[src/rtl/coef_cal_seq.sv]
// rtl/coef_cal_seq.sv - frame-synchronous scaler coefficient calculator
// Snapshots the crop window on each accepted vsync rise and commits kX/kY atomically.
module coef_cal_seq #(
  parameter int IN_RES_WIDTH  = 11,
  parameter int OUT_RES_WIDTH = 11,
  parameter int FRAC_BITS     = 6,
  parameter int SCALE_BITS    = 8,
  parameter int FRAME_RATE    = 100,
  parameter int RATE_LIMIT    = 133693440
) (
  input  logic                     clk,
  input  logic                     rst,
  input  logic                     en,
  input  logic                     iVsyn,
  input  logic [IN_RES_WIDTH-1:0]  xBgn,
  input  logic [IN_RES_WIDTH-1:0]  xEnd,
  input  logic [IN_RES_WIDTH-1:0]  yBgn,
  input  logic [IN_RES_WIDTH-1:0]  yEnd,
  input  logic [OUT_RES_WIDTH-1:0] outXRes,
  input  logic [OUT_RES_WIDTH-1:0] outYRes,
  output logic [SCALE_BITS-1:0]    kX,
  output logic [SCALE_BITS-1:0]    kY,
  output logic                     inEn,
  output logic                     busy,
  output logic                     err,
  output logic                     coefValid
);

  localparam int DW  = IN_RES_WIDTH + 1 + FRAC_BITS;
  localparam int SW  = IN_RES_WIDTH + 1;
  localparam int VW  = OUT_RES_WIDTH + 1;
  localparam int RMW = VW + 1;
  localparam int PW  = 2 * VW + 8;
  localparam int CW  = $clog2(DW + 1);

  typedef enum logic [2:0] {IDLE, LOAD, DIV_X, DIV_Y, CHECK, COMMIT} state_t;

  state_t          state;
  logic            vsyn_d;
  logic [SW-1:0]   span_y;
  logic [VW-1:0]   div_x;
  logic [VW-1:0]   div_y;
  logic            win_bad;
  logic            rate_ok;
  logic [DW-1:0]   acc;
  logic [VW-1:0]   rem;
  logic [CW-1:0]   cnt;
  logic [DW-1:0]   q_x;

  logic            vsyn_rise;
  logic [SW-1:0]   span_x_c;
  logic [SW-1:0]   span_y_c;
  logic [VW-1:0]   divisor;
  logic [RMW-1:0]  trial;
  logic [RMW-1:0]  diff;
  logic            qbit;
  logic [VW-1:0]   rem_next;
  logic [DW-1:0]   q_step;
  logic [PW-1:0]   rate;

  function automatic logic [SCALE_BITS-1:0] sat(input logic [DW-1:0] q);
    if (|q[DW-1:SCALE_BITS]) return '1;
    return q[SCALE_BITS-1:0];
  endfunction

  assign vsyn_rise = iVsyn & ~vsyn_d;

  // One restoring step shared by both axes; acc shifts the dividend out and the quotient in.
  always_comb begin
    span_x_c = SW'(xEnd) - SW'(xBgn) + SW'(1);
    span_y_c = SW'(yEnd) - SW'(yBgn) + SW'(1);
    divisor  = (state == DIV_Y) ? div_y : div_x;
    trial    = {rem, acc[DW-1]};
    diff     = trial - {1'b0, divisor};
    qbit     = (trial >= {1'b0, divisor});
    rem_next = qbit ? diff[VW-1:0] : trial[VW-1:0];
    q_step   = {acc[DW-2:0], qbit};
    rate     = PW'(div_x) * PW'(div_y) * PW'(FRAME_RATE);
  end

  always_ff @(posedge clk or negedge rst) begin
    if (!rst) begin
      state     <= IDLE;
      vsyn_d    <= 1'b0;
      span_y    <= '0;
      div_x     <= '0;
      div_y     <= '0;
      win_bad   <= 1'b0;
      rate_ok   <= 1'b0;
      acc       <= '0;
      rem       <= '0;
      cnt       <= '0;
      q_x       <= '0;
      kX        <= '0;
      kY        <= '0;
      inEn      <= 1'b0;
      busy      <= 1'b0;
      err       <= 1'b0;
      coefValid <= 1'b0;
    end else begin
      vsyn_d <= iVsyn;
      if (!en) begin
        state <= IDLE;
        busy  <= 1'b0;
        inEn  <= 1'b0;
      end else begin
        case (state)
          IDLE: begin
            if (vsyn_rise) begin
              state <= LOAD;
              busy  <= 1'b1;
            end
          end
          LOAD: begin
            span_y  <= span_y_c;
            div_x   <= VW'(outXRes) + VW'(1);
            div_y   <= VW'(outYRes) + VW'(1);
            win_bad <= (xEnd < xBgn) | (yEnd < yBgn);
            acc     <= {span_x_c, {FRAC_BITS{1'b0}}};
            rem     <= '0;
            cnt     <= '0;
            state   <= DIV_X;
          end
          DIV_X: begin
            acc <= q_step;
            rem <= rem_next;
            cnt <= cnt + CW'(1);
            if (cnt == CW'(DW - 1)) begin
              q_x   <= q_step;
              acc   <= {span_y, {FRAC_BITS{1'b0}}};
              rem   <= '0;
              cnt   <= '0;
              state <= DIV_Y;
            end
          end
          DIV_Y: begin
            acc <= q_step;
            rem <= rem_next;
            cnt <= cnt + CW'(1);
            if (cnt == CW'(DW - 1)) state <= CHECK;
          end
          CHECK: begin
            rate_ok <= (64'(rate) < 64'(RATE_LIMIT));
            state   <= COMMIT;
          end
          COMMIT: begin
            if (!win_bad && rate_ok) begin
              kX        <= sat(q_x);
              kY        <= sat(acc);
              inEn      <= 1'b1;
              err       <= 1'b0;
              coefValid <= 1'b1;
            end else begin
              inEn <= 1'b0;
              err  <= 1'b1;
            end
            busy  <= 1'b0;
            state <= IDLE;
          end
          default: begin
            state <= IDLE;
            busy  <= 1'b0;
          end
        endcase
      end
    end
  end

endmodule
[config.mk]
export PLATFORM = sky130hd
export DESIGN_NAME = coef_cal_seq
export DESIGN_NICKNAME = d
export VERILOG_FILES = /design/src/rtl/coef_cal_seq.sv
export SDC_FILE = /design/constraint.sdc
export NUM_CORES = 1
export LEC_CHECK = 0
export CAP_MARGIN = 5
export CORE_UTILIZATION = 50
export DETAILED_ROUTE_END_ITERATION = 10
export HOLD_SLACK_MARGIN = 0.08
export PLACE_DENSITY = 0.65
export SYNTH_ARGS = -nofsm -noshare
export SYNTH_HDL_FRONTEND = slang
export SYNTH_SLANG_ARGS = --single-unit
[constraint.sdc]
create_clock -name clk -period 16.5 [get_ports clk]
set_input_delay 2.475 -clock clk [delete_from_list [all_inputs] [get_ports clk]]
set_output_delay 2.475 -clock clk [all_outputs]
set_load 0.05 [all_outputs]
==> impl_results.md <==
- Slew @ Worst Pin: 0.956 ns
- Min Tclk post-route: 8.91 ns
- Detailed-route via count: 10300
- Area delta synth->final: 12.7%
- Max clock buf depth: 2
- Remaining DRCs: 0
- First-pass GRT wire length: 49.0 mm
- Clock transition at path regs: 0.07 ns
- # resized after CTS: 0
- Fin. Hold Viols: 0
- Root Buffer: clkbuf_16
- Ranking of synthesized cells by area: dfrtp_1 (21%), fa_1 (19%), ha_1 (18%)
- Die X: 168 um
- Crit. End Element: flop
- # diodes: 0
- WL per Instance: 14.9 um
- CTS Hold Bufs: 0
- Unrepaired setup endpoints after global routing: no
- Die H: 168 um
- TritonRoute pass-1 iters: 5
- Mapped Nets: 1925
- Synth cell types: 61
- Total die area: 0.0282 sq mm
- Max Freq: 0.112 GHz
- WL final: 29.1 mm
- CTS tree: yes
- Core Rows: 60
- Startpoint types: flop
- Number of synthesized flops with an enable pin: 0
- Total track usage: 0.216
- FFs w/ async S/R, synth: 1.00
- Number of maximum-capacitance violations: 0
- Port bufs: 89
- Pre-CTS WS: 7.69 ns
- Clk_skew: 0.0135 ns
- Status: finished, final reports clean
- Crit path max fanout: 14
- Initial Util: 0.510
- H-Tree Depth: 4
- Core area: 0.0270 sq mm
- ANT nets after route: 0
- Synthesis warning total: 0
- Critical path class: reg -> reg
- Placer congestion estimate: 0.859
- Cell Area, Synth: 0.0138 sq mm
- Number of buffers and inverters on the critical path: 6
- Largest net degree at the start of global routing: 76
- Clk_lat worst skew: 0.42 ns
- I/O Pins: 90
- Via/cell ratio: 5.29
- Critical Path RT: 16.81 ns
- Final WS setup: 7.59 ns
- Grt total ovfl: 0
- Setup Fix Bufs, Post-CTS: 0
- Nets@finish: 1989
- Sequential area share after synthesis: 0.209
- Number of global-route vias before repair: 10400
- Slowest cell delay on critical path: 0.64 ns
- Initial DRC count: 433
- Cell taking the most area after synthesis: dfrtp_1
- Tcrit/Tclk final: 0.540
- Yosys top cell area share: 0.209
- Hold/Removal Path Class: reg -> reg
- Normalized max-slew margin: 0.363
- Most frequent cells in the layout: inv_1 (262), nand2_1 (226), ha_1 (194)
- TritonCTS Buffers: 17
- Final Setup Violations: 0
- Layout cells sized above 1: 0.0497
- Mapped Cells: 1532
- Commonest non-fill, non-tap cell in the layout: inv_1
- Worst EP arrival: 9.22 ns
- Max Transition Viols Final: 0
- Ys flop type: dfrtp_1
- CP delay by family, top: adder cells
- DPL Wire Length: 23.5 mm
- Slowest CP cell: dfrtp_1
- Synth Register Bits: 115
- Clk sinks: 115
- Final TNS setup: 0 ns
- Initial antenna violation count: 0
- Avg Cell Area, Syn: 8.98 sq um
flip-flops by register name, summed over array words and instances (netlist names):
signal and flops:
inEn 1, q_x 18, div_y 12, acc 18, div_x 12, cnt 5, rate_ok 1, kY 8
state 3, kX 8, busy 1, span_y 12, win_bad 1, coefValid 1, vsyn_d 1, err 1
rem 12
Yosys cell counts, drive strengths merged, types with 18 or more instances:
| library cell | instances |
|---|---|
| mux2 | 20 |
| ha | 194 |
| fa | 129 |
| nand3 | 22 |
| a21o | 18 |
| dfrtp | 115 |
| xor2 | 36 |
| and2 | 57 |
| o21ai | 98 |
| clkbuf | 43 |
| xnor2 | 44 |
| a21oi | 57 |
| inv | 262 |
| nand2 | 226 |
| nor2 | 34 |
| mux2i | 33 |
final timing paths:
path	slack, ns	endpoint	depth (start not counted)	start
max	7.59	rate_ok	32	div_y[5]
min	0.47	coefValid	1	coefValid
max reg2reg	7.59	rate_ok	32	div_y[5]
min reg2reg	0.47	coefValid	1	coefValid
max in group asynchronous	13.11	div_y[11]	2	rst
min in group asynchronous	2.03	coefValid	1	rst
through the flow:
| step | hold WS [ns] | instance area, sq um | util | cells |
|---|---|---|---|---|
| 6_report | 0.466 | 15500 | 0.575 | 1950 |
| 5_1_grt | 0.488 | 15500 | 0.575 | 1950 |
| 4_1_cts | 0.471 | 15500 | 0.575 | 1950 |
| 3_5_place_dp | 0.455 | 14900 | 0.554 | 1918 |
| 3_3_place_gp | 0.451 | 14900 | 0.554 | 1918 |
| 2_1_floorplan | 0.444 | 13800 | - | 1532 |
layer usage:
layer  share of wire  track usage
met5               0            0
met4           0.021       0.0674
met1            0.45        0.271
met2            0.51        0.392
met3           0.019       0.0186
cell type report:
cell class	instances	area, sq um
inverters	262	983
flip-flops and latches	115	2880
clock inverters	15	135
fillers	2440	11500
clock buffers	17	425
multi-input cells	1103	9700
repair buffers	97	948
well taps	341	427
cells by family (layout without fill, tap and decap cells):
kind of cell | after synthesis | in the layout | share of synthesized area
AOI/OAI and AO/OA | 251 | 251 | 0.115
xor gates and xnor gates | 80 | 80 | 0.0529
adders and majority gates | 323 | 323 | 0.364
buffers and inverters | 314 | 391 | 0.0867
DFF | 115 | 115 | 0.209
muxes | 53 | 53 | 0.0404
and+or+nand+nor | 396 | 396 | 0.131
Power is left out: the tool's default activity adds up to more than one toggle a clock period on the data nets, which glitch-free logic cannot reach.
